===== src/rtl/special_case_resolver.sv =====
// rtl/special_case_resolver.sv - special-case resolution stage for the HUB multiplier
//
// Sits after the special-case detector. Works out whether a product is fixed
// by its operand codes (inf, zero, +/-1). If so it builds the final HUB result
// so the mantissa/exponent datapath can be bypassed. Operands are always passed
// through unchanged. Two register stages, valid/ready on both sides, with full
// backpressure.
//
// Ports:
//   clk, rst                   clock; synchronous active-high reset
//   in_valid/in_ready          input handshake
//   in_x, in_y                 operands, width E+M+1
//   in_x_code, in_y_code       codes: 0 none, 1 +inf, 2 -inf, 3 +0, 4 -0, 5 +1, 6 -1 (7 = none)
//   out_valid/out_ready        output handshake
//   out_special                out_result is the final product
//   out_result                 resolved product, zero when not special
//   out_x, out_y               forwarded operands
//   out_invalid                inf * 0 beat
//   flags_clr, sticky_invalid  sticky invalid flag and its clear
//
// Optional feature macro: SCR_STICKY_FLAGS_EN (sticky invalid flag register)

module special_case_resolver #(
    parameter int M            = 23,
    parameter int E            = 8,
    parameter int special_case = 7,
    localparam int W           = E + M + 1,
    localparam int CW          = $clog2(special_case)
) (
    input  logic          clk,
    input  logic          rst,
    input  logic          in_valid,
    output logic          in_ready,
    input  logic [W-1:0]  in_x,
    input  logic [W-1:0]  in_y,
    input  logic [CW-1:0] in_x_code,
    input  logic [CW-1:0] in_y_code,
    output logic          out_valid,
    input  logic          out_ready,
    output logic          out_special,
    output logic [W-1:0]  out_result,
    output logic [W-1:0]  out_x,
    output logic [W-1:0]  out_y,
    output logic          out_invalid,
    input  logic          flags_clr,
    output logic          sticky_invalid
);

    localparam logic [CW-1:0] C_PINF  = CW'(1);
    localparam logic [CW-1:0] C_NINF  = CW'(2);
    localparam logic [CW-1:0] C_PZERO = CW'(3);
    localparam logic [CW-1:0] C_NZERO = CW'(4);
    localparam logic [CW-1:0] C_PONE  = CW'(5);
    localparam logic [CW-1:0] C_NONE1 = CW'(6);

    // Stage 1 registers
    logic          s1_valid;
    logic [W-1:0]  s1_x;
    logic [W-1:0]  s1_y;
    logic [CW-1:0] s1_xc;
    logic [CW-1:0] s1_yc;
    logic          s1_s;

    // Stage 2 (output register) loads when empty or its beat is taken
    logic s2_load;
    logic s1_move;
    logic s1_load;

    assign s2_load  = !out_valid || out_ready;
    assign s1_move  = s1_valid && s2_load;
    assign in_ready = !s1_valid || s1_move;
    assign s1_load  = in_valid && in_ready;

    // Resolution of the stage-1 beat. Code 7 matches none of the classes
    // below, so it behaves exactly like code 0.
    logic         x_inf, y_inf, x_zero, y_zero, x_one, y_one;
    logic         r_special;
    logic         r_invalid;
    logic [W-1:0] r_result;

    always_comb begin
        x_inf  = (s1_xc == C_PINF)  || (s1_xc == C_NINF);
        y_inf  = (s1_yc == C_PINF)  || (s1_yc == C_NINF);
        x_zero = (s1_xc == C_PZERO) || (s1_xc == C_NZERO);
        y_zero = (s1_yc == C_PZERO) || (s1_yc == C_NZERO);
        x_one  = (s1_xc == C_PONE)  || (s1_xc == C_NONE1);
        y_one  = (s1_yc == C_PONE)  || (s1_yc == C_NONE1);

        r_special = 1'b1;
        r_invalid = 1'b0;
        r_result  = '0;

        if ((x_inf && y_zero) || (x_zero && y_inf)) begin
            // inf * 0 yields a canonical positive inf, regardless of sign
            r_result  = {1'b0, {(E+M){1'b1}}};
            r_invalid = 1'b1;
        end else if (x_inf || y_inf) begin
            r_result = {s1_s, {(E+M){1'b1}}};
        end else if (x_zero || y_zero) begin
            r_result = {s1_s, {(E+M){1'b0}}};
        end else if (x_one && y_one) begin
            r_result = {s1_s, 1'b1, {(E+M-1){1'b0}}};
        end else if (x_one) begin
            r_result = {s1_s, s1_y[E+M-1:0]};
        end else if (y_one) begin
            r_result = {s1_s, s1_x[E+M-1:0]};
        end else begin
            r_special = 1'b0;
        end
    end

    always_ff @(posedge clk) begin
        if (rst) begin
            s1_valid <= 1'b0;
            s1_x     <= '0;
            s1_y     <= '0;
            s1_xc    <= '0;
            s1_yc    <= '0;
            s1_s     <= 1'b0;
        end else if (s1_load) begin
            s1_valid <= 1'b1;
            s1_x     <= in_x;
            s1_y     <= in_y;
            s1_xc    <= in_x_code;
            s1_yc    <= in_y_code;
            s1_s     <= in_x[E+M] ^ in_y[E+M];
        end else if (s1_move) begin
            s1_valid <= 1'b0;
        end
    end

    always_ff @(posedge clk) begin
        if (rst) begin
            out_valid   <= 1'b0;
            out_special <= 1'b0;
            out_result  <= '0;
            out_x       <= '0;
            out_y       <= '0;
            out_invalid <= 1'b0;
        end else if (s2_load) begin
            out_valid <= s1_valid;
            // Data only changes with a real beat so a drained output keeps
            // its last contents instead of showing stage-1 leftovers.
            if (s1_valid) begin
                out_special <= r_special;
                out_result  <= r_result;
                out_x       <= s1_x;
                out_y       <= s1_y;
                out_invalid <= r_invalid;
            end
        end
    end

`ifdef SCR_STICKY_FLAGS_EN
    always_ff @(posedge clk) begin
        if (rst) begin
            sticky_invalid <= 1'b0;
        end else if (out_valid && out_ready && out_invalid) begin
            // Set takes priority over a simultaneous clear
            sticky_invalid <= 1'b1;
        end else if (flags_clr) begin
            sticky_invalid <= 1'b0;
        end
    end
`else
    logic unused_flags_clr;
    assign unused_flags_clr = flags_clr;
    assign sticky_invalid   = 1'b0;
`endif

endmodule


===== config.mk =====
export PLATFORM = sky130hd
export DESIGN_NAME = special_case_resolver
export DESIGN_NICKNAME = d
export VERILOG_FILES = /design/src/rtl/special_case_resolver.sv
export SDC_FILE = /design/constraint.sdc
export NUM_CORES = 1
export LEC_CHECK = 0
export CAP_MARGIN = 15
export CORE_UTILIZATION = 25
export DETAILED_ROUTE_END_ITERATION = 12
export PLACE_DENSITY = 0.56
export SLEW_MARGIN = 5
export SYNTH_ARGS = -nofsm -noshare
export SYNTH_HDL_FRONTEND = slang
export SYNTH_SLANG_ARGS = --single-unit
export TNS_END_PERCENT = 20

===== constraint.sdc =====
create_clock -name clk -period 2.3 [get_ports clk]
set_clock_uncertainty 0.05 [all_clocks]
set_input_delay 0.575 -clock clk [delete_from_list [all_inputs] [get_ports clk]]
set_output_delay 0.575 -clock clk [all_outputs]
set_load 0.005 [all_outputs]

==> metrics.md <==
| Metric | Value |
|---|---|
| Count leader, synth | `nand2_1` |
| Power Dens Cells | `736 nW/um2` |
| Final min period | `2120 ps` |
| Final setup viols | `0` |
| Netlist cell types | `36` |
| Ant diodes | `0` |
| Vias after detailed routing | `6214` |
| Min Hold Slack | `404 ps` |
| Max cap viols | `0` |
| # Post-CTS Setup Buffers | `0` |
| Max Root-Sink Buffers | `2` |
| DRT Pass-1 Iters | `5` |
| Post-DP HPWL | `between 15 and 20 mm` |
| Reg clk slew, reported paths | `70 ps` |
| Cts hold-fix bufs | `0` |
| Critical path launch point type | `primary input` |
| Avg Cell Area, Syn | `between 7 and 8 um2` |
| WL per Instance | `16.6 um` |
| Final hold vios | `0` |
| Core footprint | `26400 um2` |
| GRT Util Overall | `16.0%` |
| Top cells by area, synth | `dfxtp_1, nand2_1, a21oi_1` |
| Row Count | `59` |
| # DRC | `0` |
| Synthesis Warnings | `0` |
| Mapped Cells | `858` |
| Number of fill cells in the layout | `~2700` |
| Setup_tns | `0 ps` |
| Ratio of final minimum period to clock period | `92.3%` |
| Tightest Pin Transition | `around 750 ps` |
| Mapped Nets | `a little over 900` |
| Fraction of layout cells with a size suffix above 1 | `6.92%` |
| Cell Chain, Critical Path | `dlygate4sd2_1, nand3b_1, clkdlybuf4s50_1` |
| Dominant cell type by area after synthesis | `dfxtp_1` |
| Top cells by count, synth | `nand2_1, dfxtp_1, a21oi_1` |
| Register area share after synthesis | `50.4%` |
| Root buf cell | `clkbuf_16` |
| Max rail drop VDD | `0.393 mV` |
| I/O Pins | `176` |
| Critical path class | `primary input to primary output` |
| Crit path capture type | `primary output` |
| Hold depth | `2` |
| CTS tree | `built` |
| Largest net degree at the start of global routing | `144` |
| RSZ-0062 raised after global routing | `false` |
| Synth Flop Type | `dfxtp_1` |
| EDFF count, synth | `0` |
| Inserted Clock Buffers | `17` |
| Area of the die | `27800 um2` |
| Routed Antenna Nets | `0` |
| Vias in the first global route | `5808` |
| CP arrival | `1500 ps` |
| Initial antenna violation count | `0` |
| Clock latency on the worst-skew pair | `~440 ps` |
| Hold WC Path Type | `flop to flop` |
| Clock sink count | `171` |
| Pleak | `roughly 0.0034 uW` |
| Crit-path slowest cell | `clkdlybuf4s50_1` |
| Layout area overhead | `40.9%` |
| Die W | `167 um` |
| RD Place Congestion | `0.773` |
| H-tree depth | `4` |
| Slowest Stage Delay on Critical Path | `510 ps` |
| Largest fanout on the critical path | `3` |
| Placed cell areas | `8990 um2` |
| Nets | `1074` |
| Async SR Flop Fraction | `0%` |
| Die Ht | `167 um` |
| F_max | `471 MHz` |
| Post-synth top area share | `50.4%` |
| First-pass GRT wire length | `34.4 mm` |
| Post-route cell area | `9570 um2` |
| Total grt overflow | `0` |
| Starting density of the core | `25.8%` |
| Vias per inst | `4.61` |
| Slew headroom | `50.2%` |
| Multi-input logic area | `~3100 um2` |
| Worst Reg-to-Reg Cells | `6` |
| Storage cell area | `3420 um2` |
| Mapped Area | `6790 um2` |
| #FFs+latches synth | `171` |
| 1st-iter DRT viols | `approximately 470` |
| Detailed Route WL | `22.4 mm` |
| Outcome | `complete, no violations` |
| Port bufs | `between 150 and 200` |
| Final slew viol count | `0` |
| Req. time, crit path | `around 1700 ps` |
==> placed cells by master, fill, tap and decap left out, types with 5 or more instances in the layout <==
| master | instances |
|---|---|
| nand2_1 | 270 |
| clkdlybuf4s50_1 | 171 |
| dfxtp_1 | 171 |
| a21oi_1 | 163 |
| a21boi_0 | 48 |
| o21ai_0 | 26 |
| o211ai_1 | 25 |
| clkbuf_16 | 17 |
| buf_4 | 16 |
| and3_1 | 13 |
| buf_12 | 11 |
| a21o_1 | 9 |
| a211oi_1 | 7 |
| inv_6 | 7 |
| inv_1 | 6 |
| o41ai_1 | 6 |
| nor2_1 | 5 |
| clkinvlp_4 | 5 |
==> logic make-up (layout without fill, tap and decap cells) <==
group                     Yosys count  after routing  share of synthesized area [%]
AOI/OAI and AO/OA                 297            297                           26.3
DFF                               171            171                           50.4
other                               1              1                         0.0552
and+or+nand+nor                   302            302                           17.7
buffers and inverters              83            237                           5.05
xor gates and xnor gates            4              4                          0.516
==> timing repair <==
item,4_1_cts,5_1_grt
pin swaps,0,0
endpoints found under the setup margin,1,3
resized for setup,1,1
==> registers in the layout, indices dropped and copies added, names as in the netlist <==
name         count
out_x           32
out_special      1
s1_valid         1
s1_x            32
s1_yc            3
s1_y            32
out_invalid      1
out_y           32
out_valid        1
out_result      32
s1_s             1
s1_xc            3
==> cell type report <==
cell class | count | share of cell area (%)
clock inverter | 15 | 1.58
sequential | 171 | 35.8
timing repair buffer | 199 | 21.5
inverter | 6 | 0.235
clock buffer | 17 | 4.45
multi-input combinational | 604 | 32.1
tap | 335 | 4.38
==> worst max-delay path, delay by kind of cell <==
family                 cells  cell delay (ps)
AND/OR/NAND/NOR            1              150
buffers and inverters      2              770
==> stage by stage <==
step,util (%),total power (uW),setup WS (ps),std cells
CTS,36.3,7130,139,1347
floorplan,-,3690,598,858
global placement,34.1,4210,-77.6,1315
detailed placement,34.1,4220,-82.4,1315
finish,36.3,7040,177,1347
global route,36.3,7340,122,1347
==> power by group <==
| group | total [uW] | leakage [uW] | internal [uW] | switching (uW) |
|---|---|---|---|---|
| clock | 2910 | 0.000268 | 1530 | 1380 |
| sequential | 3220 | 0.00140 | 3110 | 116 |
| combinational | 913 | 0.00174 | 441 | 472 |
==> metal layers <==
| metal | global-route usage, % | vias up | routed length (um) |
|---|---|---|---|
| met4 | 4.35 | 0 | 206 |
| met1 | 23.0 | 2864 | 11100 |
| met2 | 23.5 | 147 | 9860 |
| met3 | 4.09 | 10 | 1170 |
| met5 | 0 | - | 0 |
| li1 | - | 3193 | - |
==> path summary, 6_finish.rpt <==
| path | from | slack (ps) | end |
|---|---|---|---|
| worst max-delay path | out_ready | 180 | in_ready |
| worst min-delay path | out_x[24] | 400 | out_x[24] |
| worst max register to register | s1_xc[1] | 440 | out_result[17] |
| worst min register to register | out_x[24] | 400 | out_x[24] |
(Power assumes the default switching activity.)
